## src/rtl/cpuregs_pkg.sv

```systemverilog
// Shared types and helpers for the general-register access sequencer:
// state/op encodings, mode and register constants, file address forming.
package cpuregs_pkg;

  typedef enum logic [2:0] {
    ST_IDLE = 3'd0,
    ST_RD   = 3'd1,
    ST_WB   = 3'd2,
    ST_RSP  = 3'd3,
    ST_CON  = 3'd4
  } state_t;

  typedef enum logic [1:0] {
    OP_READ    = 2'b00,
    OP_WRITE   = 2'b01,
    OP_POSTINC = 2'b10,
    OP_PREDEC  = 2'b11
  } op_t;

  localparam logic [1:0] MODE_KERNEL = 2'b00;
  localparam logic [1:0] MODE_SUPER  = 2'b01;
  localparam logic [1:0] MODE_USER   = 2'b11;

  localparam logic [2:0] REG_SP = 3'd6;
  localparam logic [2:0] REG_PC = 3'd7;

  // The reserved mode 2'b10 shares the user bank.
  function automatic logic [5:0] make_addr(input logic [1:0] mode, input logic rs,
                                           input logic [2:0] rn);
    logic [1:0] m;
    m = (mode == 2'b10) ? MODE_USER : mode;
    return {m, rs, rn};
  endfunction

endpackage

```

## src/rtl/cpuregs_seq.sv

```systemverilog
// Register-file access sequencer: CPU read/write/autoinc/autodec requests
// with mode-banked addressing, plus an arbitrated raw console port.
module cpuregs_seq
  import cpuregs_pkg::*;
#(
  parameter int CON_FAIR = 1,
  parameter int STEP_W   = 2
) (
  input  logic        clk,
  input  logic        rst_n,
  input  logic [1:0]  psw_cm,
  input  logic [1:0]  psw_pm,
  input  logic        psw_rs,
  input  logic        req_valid,
  output logic        req_ready,
  input  logic [1:0]  req_op,
  input  logic [2:0]  req_reg,
  input  logic        req_prev,
  input  logic        req_byte,
  input  logic [15:0] req_wdata,
  output logic        rsp_valid,
  output logic [15:0] rsp_data,
  output logic        rsp_err,
  output logic [5:0]  rf_raddr,
  output logic [5:0]  rf_waddr,
  output logic [15:0] rf_d,
  output logic        rf_we,
  input  logic [15:0] rf_o,
  input  logic        con_req,
  input  logic        con_we,
  input  logic [5:0]  con_addr,
  input  logic [15:0] con_wdata,
  output logic        con_ack,
  output logic [15:0] con_rdata
);

  state_t      state;
  op_t         op;
  logic [15:0] step;
  logic [15:0] res;
  logic        fair;

  logic        idle;
  logic        con_live;
  logic        con_grant;
  logic [1:0]  req_mode;
  logic [5:0]  req_addr;
  logic [15:0] req_step;
  logic [15:0] upd;

  // Arbitration, address/step forming and the autoinc/autodec adder.
  always_comb begin
    idle     = (state == ST_IDLE);
    // A request already acknowledged this cycle is not re-granted.
    con_live = con_req && !con_ack;
    if (!idle || !con_live) begin
      con_grant = 1'b0;
    end else if ((CON_FAIR != 0) && fair) begin
      con_grant = 1'b1;
    end else begin
      con_grant = !req_valid;
    end
    req_ready = idle && !con_grant;
    req_mode  = req_prev ? psw_pm : psw_cm;
    req_addr  = make_addr(req_mode, psw_rs, req_reg);
    req_step  = (req_byte && (req_reg != REG_SP)) ? 16'd1 : 16'(STEP_W);
    if (op == OP_POSTINC) begin
      upd = rf_o + step;
    end else begin
      upd = rf_o - step;
    end
  end

  // Sequencer state, file drive and response/console outputs.
  always_ff @(posedge clk) begin
    if (!rst_n) begin
      state     <= ST_IDLE;
      op        <= OP_READ;
      step      <= 16'd0;
      res       <= 16'd0;
      fair      <= 1'b0;
      rf_raddr  <= 6'd0;
      rf_waddr  <= 6'd0;
      rf_d      <= 16'd0;
      rf_we     <= 1'b0;
      rsp_valid <= 1'b0;
      rsp_data  <= 16'd0;
      rsp_err   <= 1'b0;
      con_ack   <= 1'b0;
      con_rdata <= 16'd0;
    end else begin
      rf_we     <= 1'b0;
      rsp_valid <= 1'b0;
      con_ack   <= 1'b0;
      case (state)
        ST_IDLE: begin
          if (con_grant) begin
            fair     <= 1'b0;
            rf_raddr <= con_addr;
            rf_waddr <= con_addr;
            rf_we    <= con_we;
            rf_d     <= con_wdata;
            state    <= ST_CON;
          end else if (req_valid) begin
            if (con_live) begin
              fair <= 1'b1;
            end
            op       <= op_t'(req_op);
            step     <= req_step;
            rf_raddr <= req_addr;
            rf_waddr <= req_addr;
            // R7 lives in the CPU, not in the file.
            if (req_reg == REG_PC) begin
              rsp_valid <= 1'b1;
              rsp_err   <= 1'b1;
              rsp_data  <= 16'd0;
              state     <= ST_RSP;
            end else if (op_t'(req_op) == OP_WRITE) begin
              rf_we <= 1'b1;
              rf_d  <= req_wdata;
              res   <= req_wdata;
              state <= ST_WB;
            end else begin
              state <= ST_RD;
            end
          end
        end
        ST_RD: begin
          if (op == OP_READ) begin
            rsp_valid <= 1'b1;
            rsp_err   <= 1'b0;
            rsp_data  <= rf_o;
            state     <= ST_RSP;
          end else begin
            rf_we <= 1'b1;
            rf_d  <= upd;
            res   <= (op == OP_POSTINC) ? rf_o : upd;
            state <= ST_WB;
          end
        end
        ST_WB: begin
          rsp_valid <= 1'b1;
          rsp_err   <= 1'b0;
          rsp_data  <= res;
          state     <= ST_RSP;
        end
        ST_RSP: begin
          state <= ST_IDLE;
        end
        ST_CON: begin
          con_ack   <= 1'b1;
          con_rdata <= rf_o;
          state     <= ST_IDLE;
        end
        default: begin
          state <= ST_IDLE;
        end
      endcase
    end
  end

endmodule

```

## config.mk

```make
export PLATFORM = sky130hd
export DESIGN_NAME = cpuregs_seq
export DESIGN_NICKNAME = d
export VERILOG_FILES = /design/src/rtl/cpuregs_pkg.sv /design/src/rtl/cpuregs_seq.sv
export SDC_FILE = /design/constraint.sdc
export NUM_CORES = 1
export LEC_CHECK = 0
export BUFFER_PORTS_ARGS = -buffer_cell sky130_fd_sc_hd__buf_2
export CAP_MARGIN = 10
export CORE_MARGIN = 2
export CORE_UTILIZATION = 45
export CTS_BUF_LIST = sky130_fd_sc_hd__clkbuf_16
export DETAILED_ROUTE_END_ITERATION = 10
export GPL_ROUTABILITY_DRIVEN = 0
export GPL_TIMING_DRIVEN = 0
export PLACE_DENSITY = 0.77
export SYNTH_ARGS = -nofsm -noshare
export SYNTH_HDL_FRONTEND = slang
export SYNTH_SLANG_ARGS = --single-unit
```

## constraint.sdc

```tcl
create_clock -name clk -period 4.6 [get_ports clk]
set_clock_uncertainty 0.05 [all_clocks]
set_input_delay 0.23 -clock clk [delete_from_list [all_inputs] [get_ports clk]]
set_output_delay 0.23 -clock clk [all_outputs]
set_load 0.01 [all_outputs]
```

---- Word-level counts from Yosys, hierarchy flattened ----
Index checks and enable logic that the tools add are counted.
storage, ports and cells
  register bits ........................... 96
  bits of input ports ..................... 71
  output and inout bits ................... 65
cells by class
  bitwise logic cells ..................... 1
  reduce and logical (&&, ||, !) cells .... 21
  equal/unequal tests ..................... 18
  $add $sub $neg .......................... 2
  mux-type cells .......................... 49
operators with widths
  cell                                                                    number
  16-bit two-way mux                                                      13
  16-bit case mux with 2 select lines                                     2
  16-bit case mux with 3 select lines                                     1
  1-bit two-way mux                                                       20
  16-bit adder                                                            1
  16-bit subtractor                                                       1
  6-bit two-way mux                                                       2
  2-bit two-way mux                                                       5
  2-bit != test (second input constant)                                   5
  5-bit AND reduction                                                     2
  3-bit case mux with 3 select lines                                      1
  3-bit equality test (second input constant)                             2
  3-bit two-way mux                                                       2
  3-bit != test (second input constant)                                   2
  1-bit case mux with 3 select lines                                      2
  3-bit AND reduction                                                     2
  6-bit AND reduction                                                     1
  2-bit nonzero test                                                      3
  1-bit logical NOT                                                       5
  2-bit equality test (second input constant)                             2
  2-bit by 1-bit != test with 1-bit output (second input constant)        2
  3-bit by 1-bit equality test with 1-bit output (second input constant)  1
  3-bit by 2-bit equality test with 1-bit output (second input constant)  1
  1-bit logical AND                                                       3
  other kinds (10)                                                        10

---- Longest topological paths before layout ----
Gate-level depths: netlist of the first run.
  word-level depth ........................ 7
  gate-level depth with buffers ........... 13
  mapped depth without buffers ............ 11

---- Least setup slack after synthesis of the first run ----
OpenSTA, ideal clock, no wires.
  path type ............................... flip-flop to flip-flop
  start ................................... register op[0]
  end ..................................... register res[6]
  arrival time ............................ 2,928 ps
  cell stages (with the launch flop) ...... 13
  path slack .............................. 1,535 ps
  path through ............................ dfxtp_1 > nand2b_1 > clkbuf_1 > clkbuf_1 > o21ai_0 > fa_1 > clkbuf_1 > nor4_1 > nor4b_1 > o21ai_0 > xnor2_1 > nor2_1 > o31ai_1
on the way
  cells in the longest elaborated chain, start to end .. 5
RTL lines
  element                              line                                   source
  start: declaration                   cpuregs_seq.sv:38                      op_t op;
  start signal: assignment             cpuregs_seq.sv:108                     op <= op_t'(req_op);
  2-bit equality test                  cpuregs_seq.sv:67, cpuregs_seq.sv:137
  16-bit two-way mux                   cpuregs_seq.sv:67                      if (op == OP_POSTINC) begin
  16-bit two-way mux                   cpuregs_seq.sv:137                     res <= (op == OP_POSTINC) ? rf_o : upd;
  16-bit two-way mux                   cpuregs_seq.sv:129                     if (op == OP_READ) begin
  16-bit case mux with 2 select lines  cpuregs_seq.sv:95                      case (state)
  end signal: assignment               cpuregs_seq.sv:121                     res <= req_wdata;
  end signal: assignment               cpuregs_seq.sv:137
  end: declaration                     cpuregs_seq.sv:40                      logic [15:0] res;
Several ways; a longest one is shown, not always the timed one. The select of a mux whose other input is x is not followed.
A chain may end at the register's enable or synchronous reset.

---- Worst setup path in the final report of the first run ----
Ends and elaborated chain as after synthesis.

==> impl_metrics.yaml, run 1 <==
outcome:
  status: "finished clean"
logic_synthesis:
  synthXorXnorAreaFrac_pct: 4.41
  synth_mux_area_share_pct: 3.15
  synth_top_family_by_area: "simple AND/OR/NAND/NOR gates"
  ys_types: 61
  seq_area_frac_synth_pct: 34.4
  synth-simple-area-share_pct: 27.0
  synth_area_per_cell_sq_um: 7.55
  yosys.area.top_type: "dfxtp_1"
  synth_top_area_share_pct: 34.4
  yosys_warnings: 0
  synth_compound_area_share_pct: 22.7
  yosys_most_used_dff: "dfxtp_1"
  ys_async_sr_fraction_pct: 0
  synth_area_leaders: "dfxtp_1 34%, nand2_1 8.8%, nor2_1 5.7%"
  synthCells: 631
  synth_area_sq_mm: 0.00477
  synth-edff-count: 0
  synth_seq_cells: 82
  syn-num-nets: 706
  synthAdderAreaFrac_pct: 1.21
final_layout:
  drive_gt1_share_pct: 23.7
  layout_commonest_cell: "buf_2"
  diodes: 0
  multi_input_area_sq_mm: 0.00279
  design_area_sq_mm: 0.00591
  fillers: 983
  syn_to_final_growth_pct: 24.1
  seqCellArea_sq_mm: 0.00164
  nets: 846
  final_cell_mix: "142 x buf_2, 112 x nand2_1, 82 x dfxtp_1, 72 x nor2_1, 44 x a21oi_1"
die:
  fp.dieW_microns: 107
  start_util_pct: 46.2
  die_area_sq_mm: 0.0114
  coreArea_sq_mm: 0.0103
  num_io_pins: 136
  core.rowCount: 37
  die_h_microns: 107
clock_tree:
  cts_setup_buffers: 0
  clockBufferDepth: 2
  path_clk_slew_ns: 0.07
  cts_root_buffer: "clkbuf_16"
  insertion_delay_ns: 0.35
  ctsHoldBuffers: 0
  cts.repair.resized: 0
  cts.sinks: 82
  htreeDepth: 3
  numCtsBuffers: 9
  tritoncts: "built"
global_routing:
  grt_max_degree: 17
  antenna_found_initial: 0
  grt_usage_pct: 29.1
  grt_pass1_vias: 5073
  grt_remaining_overflow: 0
  grt_pass1_wl_mm: 25.9
drt:
  drc_errors: 0
  first_pass_iters: 7
  totalWireLength_mm: 16.8
  via_count: 5473
  ant_nets: 0
  vias_per_cell: 6.00
  post_drt_wl_per_cell_microns: 18.4
  drtIter0Drc: 667
critical_path:
  worstReg2RegStart: "op[0]"
  critPathMaxStageDelay_ns: 0.63
  crit_fanout: 10
  r2r_slack_ns: 0.57
  cp_slowest_cell: "nor4_1"
  path_common_cell: "clkbuf_1"
  end_kind: "register"
  critPathRequiredTime_ns: 4.82
  worst_r2r_endpoint: "res[6]"
  cp_top_family: "simple AND/OR/NAND/NOR gates"
  reg2reg_depth: 12
  path_class: "register to register"
  crit_buf_inv: 3
  worstPathCellList: "nand2b_1, clkbuf_1, clkbuf_1, o21ai_0, fa_1, clkbuf_1, nor4_1, nor4b_1, o21ai_0, xnor2_1, nor2_1, o31ai_1"
  startpoint_type: "register"
  arrival_ns: 4.24
sta:
  worst_pin_slew_ns: 0.776
  timing.hold.ws_ns: 0.0754
  slew_headroom_pct: 47.8
  final_hold_viol_count: 0
  setup_tns_ns: 0
  fmax_mhz: 248
  drv_slew: 0
  setup_violations: 0
  rsz0062_at_grt: "no"
  period_needed_ns: 4.03
  finalWorstSetupSlack_ns: 0.574
  post-route-period-util_pct: 87.5
pwr:
  power.density_mw_per_mm2: 457
  ir_worst_vdd_mv: 0.207
  p_leak_nw: 2.44
min_path:
  min-delay-start: "con_we"
  hold_end: "rf_we"
  hold_class: "input pin to register"
  min_path_cells: 3
placement:
  hpwlAfterDp_mm: 12.6
  placed_area_sq_mm: 0.00558
  io_buffers: 129
  place_ws_ns: 0.761
run:
  maxCapViolCount: 0
==> cell families after synthesis <==
logic type / after synthesis
buf+inv: 69
flops: 82
simple gates: 277
xor+xnor: 24
mux: 15
fa+ha+maj: 4
compound gates: 160
==> metal layers <==
metal / track usage, % / part of all wire (%) / vias to the layer above
met5: 0 / 0 / -
met4: 12.2 / 3.3 / 0
met3: 6.50 / 11 / 57
met2: 46.0 / 44 / 356
met1: 38.3 / 41 / 2539
li1: - / - / 2521
==> synthesized netlist by cell type (3+ instances only) <==
cell type / number
inv_1: 4
nor4_1: 3
mux2i_1: 15
o21ai_1: 4
nor2_1: 72
xnor2_1: 15
xor2_1: 9
nand2_1: 112
and2_1: 3
nor3_1: 12
clkbuf_1: 34
buf_2: 13
nand3_1: 26
a21oi_1: 44
o21ai_0: 21
a22oi_1: 19
buf_1: 3
nor2b_1: 5
a31oi_1: 7
buf_4: 10
nand2b_1: 3
or4_1: 4
a211o_1: 3
a311o_1: 4
nand4_1: 14
buf_6: 3
dfxtp_1: 82
a311oi_1: 8
or3_1: 4
o211ai_1: 11
a211oi_1: 22
and3_1: 5
ha_1: 3
==> how the worst max path moves through the flow <==
| stage | end | start | cells after the start | slack (ns) |
|---|---|---|---|---|
| after floorplan | res[6] | op[0] | 12 | 1.54 |
| after global placement | res[6] | op[0] | 12 | 0.82 |
| after detailed placement | res[6] | op[0] | 12 | 0.76 |
| after CTS | res[6] | op[0] | 12 | 0.71 |
| after global routing | res[6] | op[0] | 12 | 0.18 |
| final | res[6] | op[0] | 12 | 0.57 |
==> registers in the layout, summed over array words and instances, names as in the netlist <==
name	count
rf_d	16
rf_we	1
rsp_valid	1
step	2
con_rdata	16
con_ack	1
state	3
rsp_data	16
op	2
fair	1
res	16
rsp_err	1
rf_waddr	6
==> power breakdown <==
| part | switching, W | internal (W) | total [W] | leakage (nW) |
|---|---|---|---|---|
| clock network | 0.000338 | 0.000487 | 0.000825 | 0.163 |
| logic | 0.000624 | 0.000363 | 0.000987 | 1.60 |
| registers | 0.0000610 | 0.000828 | 0.000889 | 0.671 |
| total | 0.00102 | 0.00168 | 0.00270 | 2.44 |
==> worst reg2reg max path: stages (launching register included) <==
cell      delay [ns]
dfxtp_1         0.39
nand2b_1        0.13
clkbuf_1        0.33
clkbuf_1        0.46
o21ai_0         0.25
fa_1            0.42
clkbuf_1        0.21
nor4_1          0.63
nor4b_1         0.41
o21ai_0         0.17
xnor2_1         0.18
nor2_1          0.05
o31ai_1         0.26
==> final cells by class <==
class                   count  area share [%]
well taps                 136            2.88
flip-flops and latches     82            27.8
multi-input cells         480            47.2
clock inverters             7            1.80
plain buffers              63            5.29
inverters                   6           0.381
clock buffers               9            3.81
repair buffers            129            10.9
==> through the flow <==
step / utilization, % / power, W / instances
after floorplan: - / 0.00154 / 631
after global placement: 54.1 / 0.00184 / 896
after detailed placement: 54.1 / 0.00187 / 896
after CTS: 57.3 / 0.00268 / 912
after global routing: 57.3 / 0.00283 / 912
final: 57.3 / 0.00270 / 912
Note: power is estimated with default switching activity, not from simulation.
==> run 2: changes to the inputs <==
--- a/config.mk
+++ b/config.mk
@@ -5,6 +5,7 @@
 export SDC_FILE = /design/constraint.sdc
 export NUM_CORES = 1
 export LEC_CHECK = 0
+export ABC_AREA = 1
 export BUFFER_PORTS_ARGS = -buffer_cell sky130_fd_sc_hd__buf_2
 export CAP_MARGIN = 10
 export CORE_MARGIN = 2
==> impl_metrics.yaml, run 2 <==
outcome:
  status: "finished clean"
clock_tree:
  cts.sinks: 82
  path_clk_slew_ns: 0.06
  numCtsBuffers: 9
  tritoncts: "built"
  insertion_delay_ns: 0.34
  cts_setup_buffers: 0
  cts_root_buffer: "clkbuf_16"
  cts.repair.resized: 0
  clockBufferDepth: 2
  htreeDepth: 3
  ctsHoldBuffers: 0
logic_synthesis:
  yosys.area.top_type: "dfxtp_1"
  syn-num-nets: 798
  post-synth-top-count-cell: "nand2_1"
  yosys_warnings: 0
  synth_seq_cells: 82
  ys_async_sr_fraction_pct: 0
  synth_top_area_share_pct: 34.4
  synth_common_cells: "165 x nand2_1, 93 x a21oi_1, 83 x o21ai_0"
  synth-edff-count: 0
  synth_area_sq_mm: 0.00477
  synthCells: 723
  yosys_most_used_dff: "dfxtp_1"
  seq_area_frac_synth_pct: 34.4
  synth_area_leaders: "dfxtp_1 34%, nand2_1 13%, a21oi_1 9.8%"
  ys_types: 36
  synth_area_per_cell_sq_um: 6.59
critical_path:
  end_kind: "register"
  worstReg2RegStart: "op[0]"
  worst_r2r_endpoint: "res[8]"
  critPathRequiredTime_ns: 4.77
  r2r_slack_ns: 1.29
  arrival_ns: 3.47
  crit_fanout: 10
  reg2reg_depth: 14
  startpoint_type: "register"
  path_class: "register to register"
global_routing:
  grt_pass1_wl_mm: 25.0
  grt_remaining_overflow: 0
  antenna_found_initial: 0
  grt_usage_pct: 28.1
  grt_max_degree: 15
  grt_pass1_vias: 4976
pwr:
  clkPwrFrac_pct: 18.3
  swShare_pct: 46.6
  power.density_mw_per_mm2: 673
  seq_power_share_pct: 28.1
  comb_power_share_pct: 53.6
  power_switching_w: 0.00185
  p_int_w: 0.00212
  p_leak_nw: 2.89
  ir_worst_vdd_mv: 0.274
sta:
  final_hold_viol_count: 0
  post-route-period-util_pct: 71.9
  setup_violations: 0
  worst_pin_slew_ns: 0.686
  fmax_mhz: 303
  setup_tns_ns: 0
  slew_headroom_pct: 54.3
  finalWorstSetupSlack_ns: 1.29
  drv_slew: 0
  rsz0062_at_grt: "no"
  period_needed_ns: 3.31
final_layout:
  layout_commonest_cell: "nand2_1"
  fin_util_pct: 57.2
  nets: 944
  diodes: 0
  final_cell_mix: "165 x nand2_1, 143 x buf_2, 93 x a21oi_1, 83 x o21ai_0, 82 x dfxtp_1"
  design_area_sq_mm: 0.00591
  syn_to_final_growth_pct: 23.9
  fillers: 1030
  drive_gt1_share_pct: 21.7
drt:
  post_drt_wl_per_cell_microns: 15.9
  ant_nets: 0
  drc_errors: 0
  totalWireLength_mm: 16.1
  drtIter0Drc: 562
  via_count: 5606
  vias_per_cell: 5.55
  first_pass_iters: 6
min_path:
  hold_end: "rf_we"
  min_path_cells: 3
  hold_class: "input pin to register"
  min-delay-start: "con_we"
die:
  fp.dieW_microns: 107
  num_io_pins: 136
  coreArea_sq_mm: 0.0103
  core.rowCount: 37
  start_util_pct: 46.2
  die_h_microns: 107
  die_area_sq_mm: 0.0114
placement:
  placed_area_sq_mm: 0.00561
  io_buffers: 135
  place_ws_ns: 1.45
  hpwlAfterDp_mm: 12.2
run:
  maxCapViolCount: 0
==> run 2: cell types whose count changed after synthesis, moves of 13 or more <==
cell      before  now
mux2i_1       15    1
a22oi_1       19    0
o21ai_0       21   83
a21oi_1       44   93
xnor2_1       15    0
a31oi_1        7   20
nand2_1      112  165
inv_1          4   53
a211oi_1      22    3
nand3_1       26   47
nor2_1        72   54
==> run 2: logic make-up (layout without fill, tap and decap cells) <==
family / after synthesis / count (layout) / share of synthesized area, %
xor+xnor: 7 / 7 / 1.29
flops: 82 / 82 / 34.4
compound gates: 225 / 225 / 25.9
mux: 1 / 1 / 0.210
simple gates: 293 / 293 / 26.8
fa+ha+maj: 4 / 4 / 1.21
buf+inv: 111 / 262 / 10.2
==> run 2: final cells by class <==
class,count,area [sq um],share of cell area (%)
Clock buffer,9,225,3.81
Buffer,50,254,4.30
Tap cell,136,170,2.88
Inverter,61,231,3.92
Timing Repair Buffer,135,676,11.4
Clock inverter,7,68.8,1.17
Sequential cell,82,1640,27.8
Multi-Input combinational cell,530,2640,44.7
==> run 2: worst max-delay path by stage <==
stage,from,endpoint,slack [ns],cells after the start
6_report,op[0],res[8],1.29,14
5_1_grt,op[0],res[7],1.08,14
4_1_cts,op[0],res[7],1.40,14
3_5_place_dp,op[0],res[7],1.45,14
3_3_place_gp,op[0],res[8],1.50,14
2_1_floorplan,op[0],res[9],2.09,18
==> run 2: power by group through the flow <==
stage / Sequential (W) / Clock [W] / Combinational, W
after floorplan: 0.00118 / 0 / 0.00136
after global placement: 0.00112 / 0 / 0.00205
after detailed placement: 0.00112 / 0 / 0.00207
after CTS: 0.00111 / 0.000723 / 0.00209
after global routing: 0.00114 / 0.000760 / 0.00235
final: 0.00111 / 0.000727 / 0.00213
==> run 2: per-stage QoR <==
| stage | std cells | total power [W] | hold WS [ns] |
|---|---|---|---|
| floorplan | 723 | 0.00254 | 0.323 |
| global placement | 994 | 0.00317 | 0.399 |
| detailed placement | 994 | 0.00319 | 0.402 |
| CTS | 1010 | 0.00392 | 0.110 |
| global route | 1010 | 0.00425 | 0.123 |
| finish | 1010 | 0.00397 | 0.106 |
==> run 2: worst max-delay path: stages (launching register included) <==
cell	delay, ns
dfxtp_1	0.35
inv_1	0.07
nand2_1	0.14
clkbuf_1	0.43
clkbuf_1	0.44
o21ai_0	0.24
fa_1	0.50
nand3_1	0.11
o21ai_1	0.11
nand2_1	0.12
nand2_1	0.06
nand2_1	0.06
nand2_1	0.11
o21ai_0	0.27
a21oi_1	0.11
==> run 2: metal layers <==
metal	track usage [%]	part of all wire, %	vias to the layer above
met3	5.96	12	28
li1	-	-	2753
met1	39.7	43	2478
met5	0	0	-
met2	42.2	43	347
met4	9.83	1.9	0
